<file path="src/rtl/pcileech_cfg_pkg.sv">
// Shared constants for the 128-bit config-space requester: TLP fmt/type bytes,
// completion status codes, response status encoding and the requester FSM states.
package pcileech_cfg_pkg;

    localparam logic [7:0] FMT_CFGRD0 = 8'h04;
    localparam logic [7:0] FMT_CFGWR0 = 8'h44;
    localparam logic [7:0] FMT_CPL    = 8'h0A;
    localparam logic [7:0] FMT_CPLD   = 8'h4A;

    localparam logic [2:0] CPL_STATUS_SC = 3'b000;
    localparam logic [2:0] CPL_STATUS_UR = 3'b001;

    localparam logic [1:0] RSP_SC      = 2'b00;
    localparam logic [1:0] RSP_UR      = 2'b01;
    localparam logic [1:0] RSP_ERR     = 2'b10;
    localparam logic [1:0] RSP_TIMEOUT = 2'b11;

    typedef enum logic [1:0] {
        ST_IDLE,
        ST_SEND,
        ST_WAIT_CPL,
        ST_RESP
    } cfg_state_t;

    // CA, CRS and reserved completion codes all collapse onto RSP_ERR
    function automatic logic [1:0] map_cpl_status(input logic [2:0] cpl_status);
        logic [1:0] s;
        case (cpl_status)
            CPL_STATUS_SC: s = RSP_SC;
            CPL_STATUS_UR: s = RSP_UR;
            default:       s = RSP_ERR;
        endcase
        return s;
    endfunction

endpackage

</file>
<file path="src/rtl/pcileech_tlps128_cpl_decode.sv">
// Combinational completion header matcher/decoder for the single outstanding
// config request identified by (pcie_id, tag).
module pcileech_tlps128_cpl_decode
    import pcileech_cfg_pkg::*;
(
    input  logic [127:0] rx_tdata,
    input  logic [8:0]   rx_tuser,
    input  logic         rx_tvalid,
    input  logic [15:0]  pcie_id,
    input  logic [7:0]   tag,
    output logic         match,
    output logic [1:0]   status,
    output logic [31:0]  data
);

    logic [7:0] fmt_type;
    logic [2:0] cpl_status;
    logic       is_cpl;

    assign fmt_type   = rx_tdata[31:24];
    assign cpl_status = rx_tdata[47:45];
    assign is_cpl     = (fmt_type == FMT_CPL) || (fmt_type == FMT_CPLD);

    assign match = rx_tvalid && rx_tuser[0] && is_cpl &&
                   (rx_tdata[95:80] == pcie_id) && (rx_tdata[79:72] == tag);

    assign status = map_cpl_status(cpl_status);
    assign data   = ((fmt_type == FMT_CPLD) && (cpl_status == CPL_STATUS_SC)) ?
                    rx_tdata[127:96] : 32'h0;

    logic unused_bits;
    assign unused_bits = ^{rx_tuser[8:1], rx_tdata[71:48], rx_tdata[44:32], rx_tdata[23:0]};

endmodule

</file>
<file path="src/rtl/pcileech_tlps128_cfg_requester.sv">
// Type-0 config read/write requester: one request in flight, single-beat 128-bit
// TLP out, matching completion (or timeout) returned on the rsp_* handshake.
module pcileech_tlps128_cfg_requester
    import pcileech_cfg_pkg::*;
#(
    parameter logic [31:0] CPL_TIMEOUT = 32'd50000
)
(
    input  logic         clk_pcie,
    input  logic         rst,
    input  logic [15:0]  pcie_id,

    input  logic         cmd_valid,
    output logic         cmd_ready,
    input  logic         cmd_wr,
    input  logic [15:0]  cmd_target,
    input  logic [9:0]   cmd_addr,
    input  logic [3:0]   cmd_be,
    input  logic [31:0]  cmd_wdata,

    output logic [127:0] tx_tdata,
    output logic [3:0]   tx_tkeepdw,
    output logic         tx_tlast,
    output logic [8:0]   tx_tuser,
    output logic         tx_valid,
    input  logic         tx_ready,

    input  logic [127:0] rx_tdata,
    input  logic [8:0]   rx_tuser,
    input  logic         rx_tvalid,

    output logic         rsp_valid,
    input  logic         rsp_ready,
    output logic [31:0]  rsp_data,
    output logic [1:0]   rsp_status,
    output logic [7:0]   rsp_tag
);

    cfg_state_t   state, next_state;
    logic [7:0]   tag_cnt;
    logic [31:0]  timer;
    logic         timer_expired;

    logic         req_wr;
    logic [15:0]  req_target;
    logic [9:0]   req_addr;
    logic [3:0]   req_be;
    logic [31:0]  req_wdata;
    logic [7:0]   req_tag;

    logic         cpl_match;
    logic [1:0]   cpl_status;
    logic [31:0]  cpl_data;
    logic [127:0] tlp;

    pcileech_tlps128_cpl_decode u_cpl_decode (
        .rx_tdata  (rx_tdata),
        .rx_tuser  (rx_tuser),
        .rx_tvalid (rx_tvalid),
        .pcie_id   (pcie_id),
        .tag       (req_tag),
        .match     (cpl_match),
        .status    (cpl_status),
        .data      (cpl_data)
    );

    assign timer_expired = (timer == CPL_TIMEOUT - 32'd1);

    always_ff @(posedge clk_pcie) begin
        if (rst) begin
            state <= ST_IDLE;
        end else begin
            state <= next_state;
        end
    end

    // Handshake outputs are gated by rst so they read inactive during reset
    // regardless of the registered state.
    always_comb begin
        next_state = state;
        cmd_ready  = 1'b0;
        tx_valid   = 1'b0;
        rsp_valid  = 1'b0;
        case (state)
            ST_IDLE: begin
                cmd_ready = 1'b1;
                if (cmd_valid) next_state = ST_SEND;
            end
            ST_SEND: begin
                tx_valid = 1'b1;
                if (tx_ready) next_state = ST_WAIT_CPL;
            end
            ST_WAIT_CPL: begin
                if (cpl_match || timer_expired) next_state = ST_RESP;
            end
            ST_RESP: begin
                rsp_valid = 1'b1;
                if (rsp_ready) next_state = ST_IDLE;
            end
            default: next_state = ST_IDLE;
        endcase
        if (rst) begin
            next_state = ST_IDLE;
            cmd_ready  = 1'b0;
            tx_valid   = 1'b0;
            rsp_valid  = 1'b0;
        end
    end

    always_ff @(posedge clk_pcie) begin
        if (rst) begin
            tag_cnt    <= '0;
            timer      <= '0;
            req_wr     <= 1'b0;
            req_target <= '0;
            req_addr   <= '0;
            req_be     <= '0;
            req_wdata  <= '0;
            req_tag    <= '0;
            rsp_data   <= '0;
            rsp_status <= '0;
            rsp_tag    <= '0;
        end else begin
            case (state)
                ST_IDLE: begin
                    if (cmd_valid) begin
                        req_wr     <= cmd_wr;
                        req_target <= cmd_target;
                        req_addr   <= cmd_addr;
                        req_be     <= cmd_be;
                        req_wdata  <= cmd_wdata;
                        req_tag    <= tag_cnt;
                        tag_cnt    <= tag_cnt + 8'd1;
                    end
                end
                ST_SEND: begin
                    if (tx_ready) timer <= '0;
                end
                ST_WAIT_CPL: begin
                    timer <= timer + 32'd1;
                    // a completion landing on the expiry cycle still wins
                    if (cpl_match) begin
                        rsp_status <= cpl_status;
                        rsp_data   <= cpl_data;
                        rsp_tag    <= req_tag;
                    end else if (timer_expired) begin
                        rsp_status <= RSP_TIMEOUT;
                        rsp_data   <= 32'hFFFF_FFFF;
                        rsp_tag    <= req_tag;
                    end
                end
                default: ;
            endcase
        end
    end

    always_comb begin
        tlp            = '0;
        tlp[31:24]     = req_wr ? FMT_CFGWR0 : FMT_CFGRD0;
        tlp[9:0]       = 10'd1;
        tlp[63:32]     = {pcie_id, req_tag, 4'h0, req_be};
        tlp[95:64]     = {req_target, 4'h0, req_addr, 2'b00};
        tlp[127:96]    = req_wr ? req_wdata : 32'h0;
    end

    assign tx_tdata   = tx_valid ? tlp : '0;
    assign tx_tkeepdw = tx_valid ? (req_wr ? 4'b1111 : 4'b0111) : 4'b0000;
    assign tx_tlast   = tx_valid;
    assign tx_tuser   = '0;

endmodule

</file>
<file path="config.mk">
export PLATFORM = sky130hd
export DESIGN_NAME = pcileech_tlps128_cfg_requester
export DESIGN_NICKNAME = d
export VERILOG_FILES = /design/src/rtl/pcileech_cfg_pkg.sv /design/src/rtl/pcileech_tlps128_cpl_decode.sv /design/src/rtl/pcileech_tlps128_cfg_requester.sv
export SDC_FILE = /design/constraint.sdc
export NUM_CORES = 1
export LEC_CHECK = 0
export BUFFER_PORTS_ARGS = -buffer_cell sky130_fd_sc_hd__buf_4
export CORE_AREA = 2 2 159 161
export DETAILED_ROUTE_END_ITERATION = 6
export DIE_AREA = 0 0 161 163
export SLEW_MARGIN = 15
export SYNTH_ARGS = -nofsm -noshare
export SYNTH_HDL_FRONTEND = slang
export SYNTH_SLANG_ARGS = --single-unit
</file>
<file path="constraint.sdc">
create_clock -name clk_pcie -period 2.93 [get_ports clk_pcie]
set_clock_uncertainty 0.1 [all_clocks]
set_input_delay 0.293 -clock clk_pcie [delete_from_list [all_inputs] [get_ports clk_pcie]]
set_output_delay 0.293 -clock clk_pcie [all_outputs]
set_load 0.03 [all_outputs]
</file>
-- Word-level counts from Yosys, hierarchy flattened
Index checks and enable logic that the tools add are counted.
- latch bits: 0
- bits of input ports: 222
- ROM bits: 0
- memories kept: 0
- bits in registers: 155
- RAM bits: 0
- logic and storage cells: 68
- output and inout port bits: 187
- $lt $le $gt $ge: 0
- equal/unequal tests: 13
- shift-type cells: 0
- mux-type cells: 26
- $add $sub $neg: 2
- bitwise operators: 0
- multiply operators: 0
- div/mod/pow operators: 0
- reduce and logical (&&, ||, !) cells: 15
- operators by type and width (kind ; number):
    $mux W32 ; 5
    $mux W128 ; 1
    $pmux W32 S2 ; 1
    $add A32 B1 Y32 const B ; 1
    $eq A32 B16 Y1 const B ; 1
    $eq A16 B16 Y1 ; 1
    $mux W8 ; 2
    $mux W2 ; 6
    $add A8 B1 Y8 const B ; 1
    $eq A8 B4 Y1 const B ; 1
    $eq A8 B7 Y1 const B ; 1
    $eq A8 B8 Y1 ; 1
    $mux W4 ; 2
    $ne A2 B2 Y1 const B ; 4
    $pmux W2 S4 ; 1
    $mux W7 ; 1
    $mux W1 ; 6
    $reduce_and A2 Y1 ; 3
    $logic_and A1 B1 Y1 ; 5
    $eq A2 B2 Y1 const B ; 2
    $pmux W2 S2 ; 1
    $reduce_and A4 Y1 ; 1
    $reduce_bool A2 Y1 ; 2
    $eq A3 B1 Y1 const B ; 1
    other kinds (4) ; 5

-- Logic depth before layout (Yosys ltp)
- depth after elaboration: 8
- depth in mapped cells: 9
- mapped depth without buffers: 8

-- Hierarchy
From an unflattened synthesis, not the netlist that was laid out.
- cell total of the unflattened synthesis: 967
- area, all modules: 7648.6 µm²
- by module, submodules not included (module ; seq. area each (µm²) ; area each (µm²) ; times used ; cells each):
    pcileech_tlps128_cfg_requester ; 3103.0 ; 7106.8 ; 1 ; 892
    pcileech_tlps128_cpl_decode ; 0.0 ; 541.8 ; 1 ; 75

-- Least setup slack after synthesis
No wires, ideal clock.
- path type: flip-flop to output port
- from: register state[1]
- to: output tx_tkeepdw[3]
- path slack: 0.417 ns
- buffers on the path: 2
- data required time: 2.537 ns
- stages on the path, launching flop included: 7
- arrival time: 2.120 ns
- path through: dfxtp_1 -> inv_1 -> ha_1 -> nor2b_1 -> clkbuf_1 -> and2_1 -> buf_4
- longest elaborated chain between the ends: 4
- ends and longest elaborated chain (element ; line ; RTL):
    start, declared ; pcileech_tlps128_cfg_requester.sv:39 ; cfg_state_t state, next_state;
    start signal, assigned ; pcileech_tlps128_cfg_requester.sv:73 ; state <= next_state;
    $eq A2 B1 Y1 ; pcileech_tlps128_cfg_requester.sv:84 ; case (state)
    $mux W1 ; pcileech_tlps128_cfg_requester.sv:84 ;
    $mux W1 ; pcileech_tlps128_cfg_requester.sv:102 ; if (rst) begin
    via tx_tlast ; pcileech_tlps128_cfg_requester.sv:23 ; output logic tx_tlast,
    $mux W4 ; pcileech_tlps128_cfg_requester.sv:167 ; assign tx_tkeepdw = tx_valid ? (req_wr ? 4'b1111 : 4'b0111) : 4'b0000;
    end, declared ; pcileech_tlps128_cfg_requester.sv:22 ; output logic [3:0] tx_tkeepdw,
The timed path passes the listed nets, and every way through them passes these cells.

-- Worst setup path in the final report
- from: register state[1]
- to: output tx_tdata[71]
- longest elaborated chain between the ends: 4
- ends and longest elaborated chain (element ; line ; RTL):
    $eq A2 B1 Y1 ; pcileech_tlps128_cfg_requester.sv:84 ;
    $mux W1 ; pcileech_tlps128_cfg_requester.sv:84 ;
    $mux W1 ; pcileech_tlps128_cfg_requester.sv:102 ;
    $mux W128 ; pcileech_tlps128_cfg_requester.sv:166 ; assign tx_tdata = tx_valid ? tlp : '0;
    end, declared ; pcileech_tlps128_cfg_requester.sv:21 ; output logic [127:0] tx_tdata,
Every way passes these cells.

==> results.md <==
- The run finished with clean final reports.
- Compared with the post-synthesis result, the final layout area differs by 41.8%.
- The area of the core region is 0.0247 mm2.
- After synthesis the cells add up to 0.00758 mm2.
- Post-CTS timing repair inserted 0 buffers for setup.
- The signal on the critical path passes through inv_1, ha_1, nor2b_4, buf_4, and2_1, buf_4.
- The die span in x is 161 um.
- For this design the ratio of total power to cell area is 588 mW/mm2.
- In the global route stage, overall resource usage came out at 0.163.
- The antenna violation net count after detailed routing is 0.
- After clock tree synthesis, the repair step resized 0 gates.
- The share of the Yosys chip area taken by registers is 0.409.
- The fraction of layout cells with a size suffix above 1 is 0.313.
- The post-synthesis compound-gate area fraction was 0.161.
- The adder-cell area share of the yosys netlist is 0.0115.
- Clock tree synthesis selected as its root buffer the cell clkbuf_16.
- The worst setup path is captured at an output pin.
- Leaving out fill and tap cells, the most frequent cells in the layout are buf_4 (298), nand2_1 (193), dfxtp_1 (155).
- Using the TritonRoute via totals, the vias-per-cell ratio works out to 4.59.
- The main combinational cell family by area after synthesis is simple AND/OR/NAND/NOR gates.
- The share of cell area taken by muxes after synthesis is 0.00412.
- The commonest non-fill, non-tap cell in the layout is buf_4.
- The maximum vdd drop is 0.000315 V.
- Wires add up to 22.2 mm.
- The number of antenna diodes in the final layout is 0.
- For this run, the post-layout net count is 1443.
- The tool flagged a number of max-cap violations equal to 0.
- After legalization and detailed placement, the total HPWL measured 15.2 mm.
- The number of levels the H-tree was split into is 4.
- The final critical-path required period is 2.72 ns.
- In the final routed layout, each cell accounts on average for 14.3 um.
- By startpoint and endpoint, the worst setup path is classified as reg2out.
- The leakage component of the power is 4.62 nW.
- The slowest stage of the critical path belongs to the cell nor2b_4.
- Across all register-to-register paths, the minimum setup slack is 0.40 ns.
- Counting the fill cells in the layout gives 2473.
- TritonCTS built the clock tree.
- The count of vias placed by the detailed router is 7146.
- The source of the worst hold timing path is cmd_target[11].
- The weighted congestion reported at the end of routability-driven placement is 0.740.
- The share of synthesized area in the top cell type comes to 0.409.
- The dominant cell type by area after synthesis is dfxtp_1.
- The number of setup violations in the final report is 0.
- After routing, the total negative slack on setup checks comes to 0 ns.
- The first global-routing pass estimated 34.7 mm of wire.
- The stage delay of the slowest cell on the critical path is 0.56 ns.
- The transition time at the pin with the least slew margin is 0.727 ns.
- The arrival time of the worst setup path is 2.33 ns.
- The clock sink total is 155.
- The die outline height is 163 um.
- The maximum fanout along the worst path is 19.
- The worst hold path belongs to the class in2reg.
- In the finished design, the share of the clock period the worst path needs comes to 0.929.
- Yosys attributes the largest share of cell area to dfxtp_1 (41%), nand2_1 (9.6%), a21oi_1 (8.1%), buf_4 (5.6%), a211oi_2 (5.1%).
- The critical path's most frequent cell is buf_4.
- The number of antenna violations at the first check in global routing was 0.
- The placed instances occupy a cell area of 0.00987 mm2.
- The relative max-transition margin is 0.515.
- Clock-pin slew was measured on the worst setup and hold paths at 0.07 ns.
- The floorplan has 58 rows.
- Of all flip-flops after synthesis, the portion carrying an async set or reset was 0.
- The startpoint identified for the worst register-to-register timing path is req_tag[4]$_SDFFE_PP0P_.
- During synthesis, Yosys emitted a total of 0 warnings.
- The number of CTS-inserted buffers is 17.
- The count of routing violations after the opening detailed-route iteration is 488.
- The via count of the first global-routing pass is 6722.
- The later pin in the worst-skew pair is clocked with a latency of 0.42 ns.
- The synthesized design contains 0 enable-type register cells.
- Summing all flip-flop and latch instances after layout gives 0.00310 mm2.
- The max-slew violation count is 0.
- The prevailing post-synth register cell is dfxtp_1.
- The post-synthesis sequential element count is 155.
- The starting density of the core is 0.307.
- Of the total synthesized cell area, the portion taken by AND, OR, NAND and NOR gates is 0.258.
- The number of hold-slack violations in the final timing report is 0.
- The clock passes through at most 2 buffers.
- The leftover overflow at the end of global routing is 0.
- The achievable frequency is 0.367 GHz.
- The area used by multi-input combinational logic is 0.00395 mm2.
- The floorplan die area is 0.0262 mm2.
- Of the total synthesized cell area, the portion taken by XOR and XNOR cells is 0.0589.
- Setup repair after global routing left no endpoint under its margin.
- The sort of element at the start of the critical path is a flop.
- The pre-antenna-repair detailed-routing pass consisted of 4 iterations.
- The number of input and output port buffers inserted is 291.
- Tracing the worst setup path back leads to its startpoint at state[1]$_SDFFE_PP0P_.
- The required time reported for the critical path endpoint is 2.54 ns.
- The number of distinct library cell variants in the gate-level netlist after synthesis is 44.
- 409 I/O pins were placed.
- The final design instance area without fill is 0.0108 mm2.
- Each instance of the synthesized netlist takes up on average 8.15 um2.
- The pin count of the biggest net entering global routing is 131.
- After detailed routing, the number of remaining DRC violations is 0.
- The number of cells produced by synthesis is 930.
[Yosys cell counts (2+ instances only)]
master    number
a21oi_2        3
xnor2_1       11
mux2i_1        2
ha_1           7
xor2_1        40
nor4_1         7
and3_1        38
buf_2          2
nand2_1      194
a211oi_2      31
nor4b_1        3
nand2b_1       4
clkbuf_1      50
o21ai_0       19
a21oi_1      122
nor2_1        38
buf_4         57
and2_1        57
inv_1          6
buf_6          7
nor3_1         4
and4_1         4
or3_1          9
nand4_1       14
a211oi_1       3
dfxtp_1      155
nor2b_1        3
buf_1          2
nand3_1       23
[power breakdown]
group          total (W)  leakage, nW  internal, W  switching, W
combinational    0.00174         3.08     0.000616       0.00113
sequential       0.00239         1.26      0.00229     0.0000982
clock            0.00219        0.285      0.00120      0.000987
[metrics by stage]
stage,util,power (W),hold WS (ns),cells,setup slack (ns)
6_report,0.436,0.00632,0.0138,1557,0.207
5_1_grt,0.436,0.00669,0.00525,1557,0.00168
4_1_cts,0.435,0.00641,0.000563,1556,0.151
3_5_place_dp,0.400,0.00416,0.342,1494,0.400
3_3_place_gp,0.400,0.00415,0.338,1494,0.401
2_1_floorplan,-,0.00359,0.329,977,0.417
[sequential cells by signal (all words and copies together) (netlist names)]
name,flops
req_be,4
tag_cnt,8
req_tag,8
rsp_data,32
req_addr,10
req_target,16
state,2
rsp_status,2
req_wdata,32
timer,32
rsp_tag,8
req_wr,1
[cell families (layout without fill, tap and decap cells)]
logic type / after synthesis / in the layout
multiplexers: 3 / 3
buffers and inverters: 124 / 374
XOR/XNOR: 51 / 51
AND/OR/NAND/NOR: 404 / 404
other: 1 / 48
AO/OA/AOI/OAI: 185 / 185
adder cells (fa/ha/maj): 7 / 7
flip-flops: 155 / 155
[critical path, delay by kind of cell, from the launching register on]
family,cells,cell delay (ns)
buffers and inverters,3,0.58
AND/OR/NAND/NOR,2,0.72
adder cells (fa/ha/maj),1,0.25
flip-flops,1,0.34
[layer usage]
metal  GRT usage  share of wire
met1       0.210           0.45
met3      0.0542          0.074
met4      0.0422          0.014
met5           0              0
met2       0.263           0.47
[path summary, 6_finish.rpt]
check,end,cells after the start
worst min-delay path,req_target[11]$_SDFFE_PP0P_,3
worst max register to register,rsp_status[1]$_SDFFE_PP0P_,7
worst min register to register,req_addr[4]$_SDFFE_PP0P_,2
worst max-delay path,tx_tdata[71],6
[area by class of cell]
type,instances,area share
Clock buffer,17,0.0396
Clock inverter,15,0.0141
Inverter,6,0.00209
Multi-Input combinational cell,698,0.367
Sequential cell,155,0.289
Tap cell,330,0.0384
Timing Repair Buffer,336,0.250
[repair_timing]
| action | 4_1_cts | 5_1_grt |
|---|---|---|
| endpoints found under the hold margin | 30 | 1 |
| setup endpoints to repair | 0 | 0 |
| hold buffers | 30 | 1 |
(Power assumes the default switching activity.)
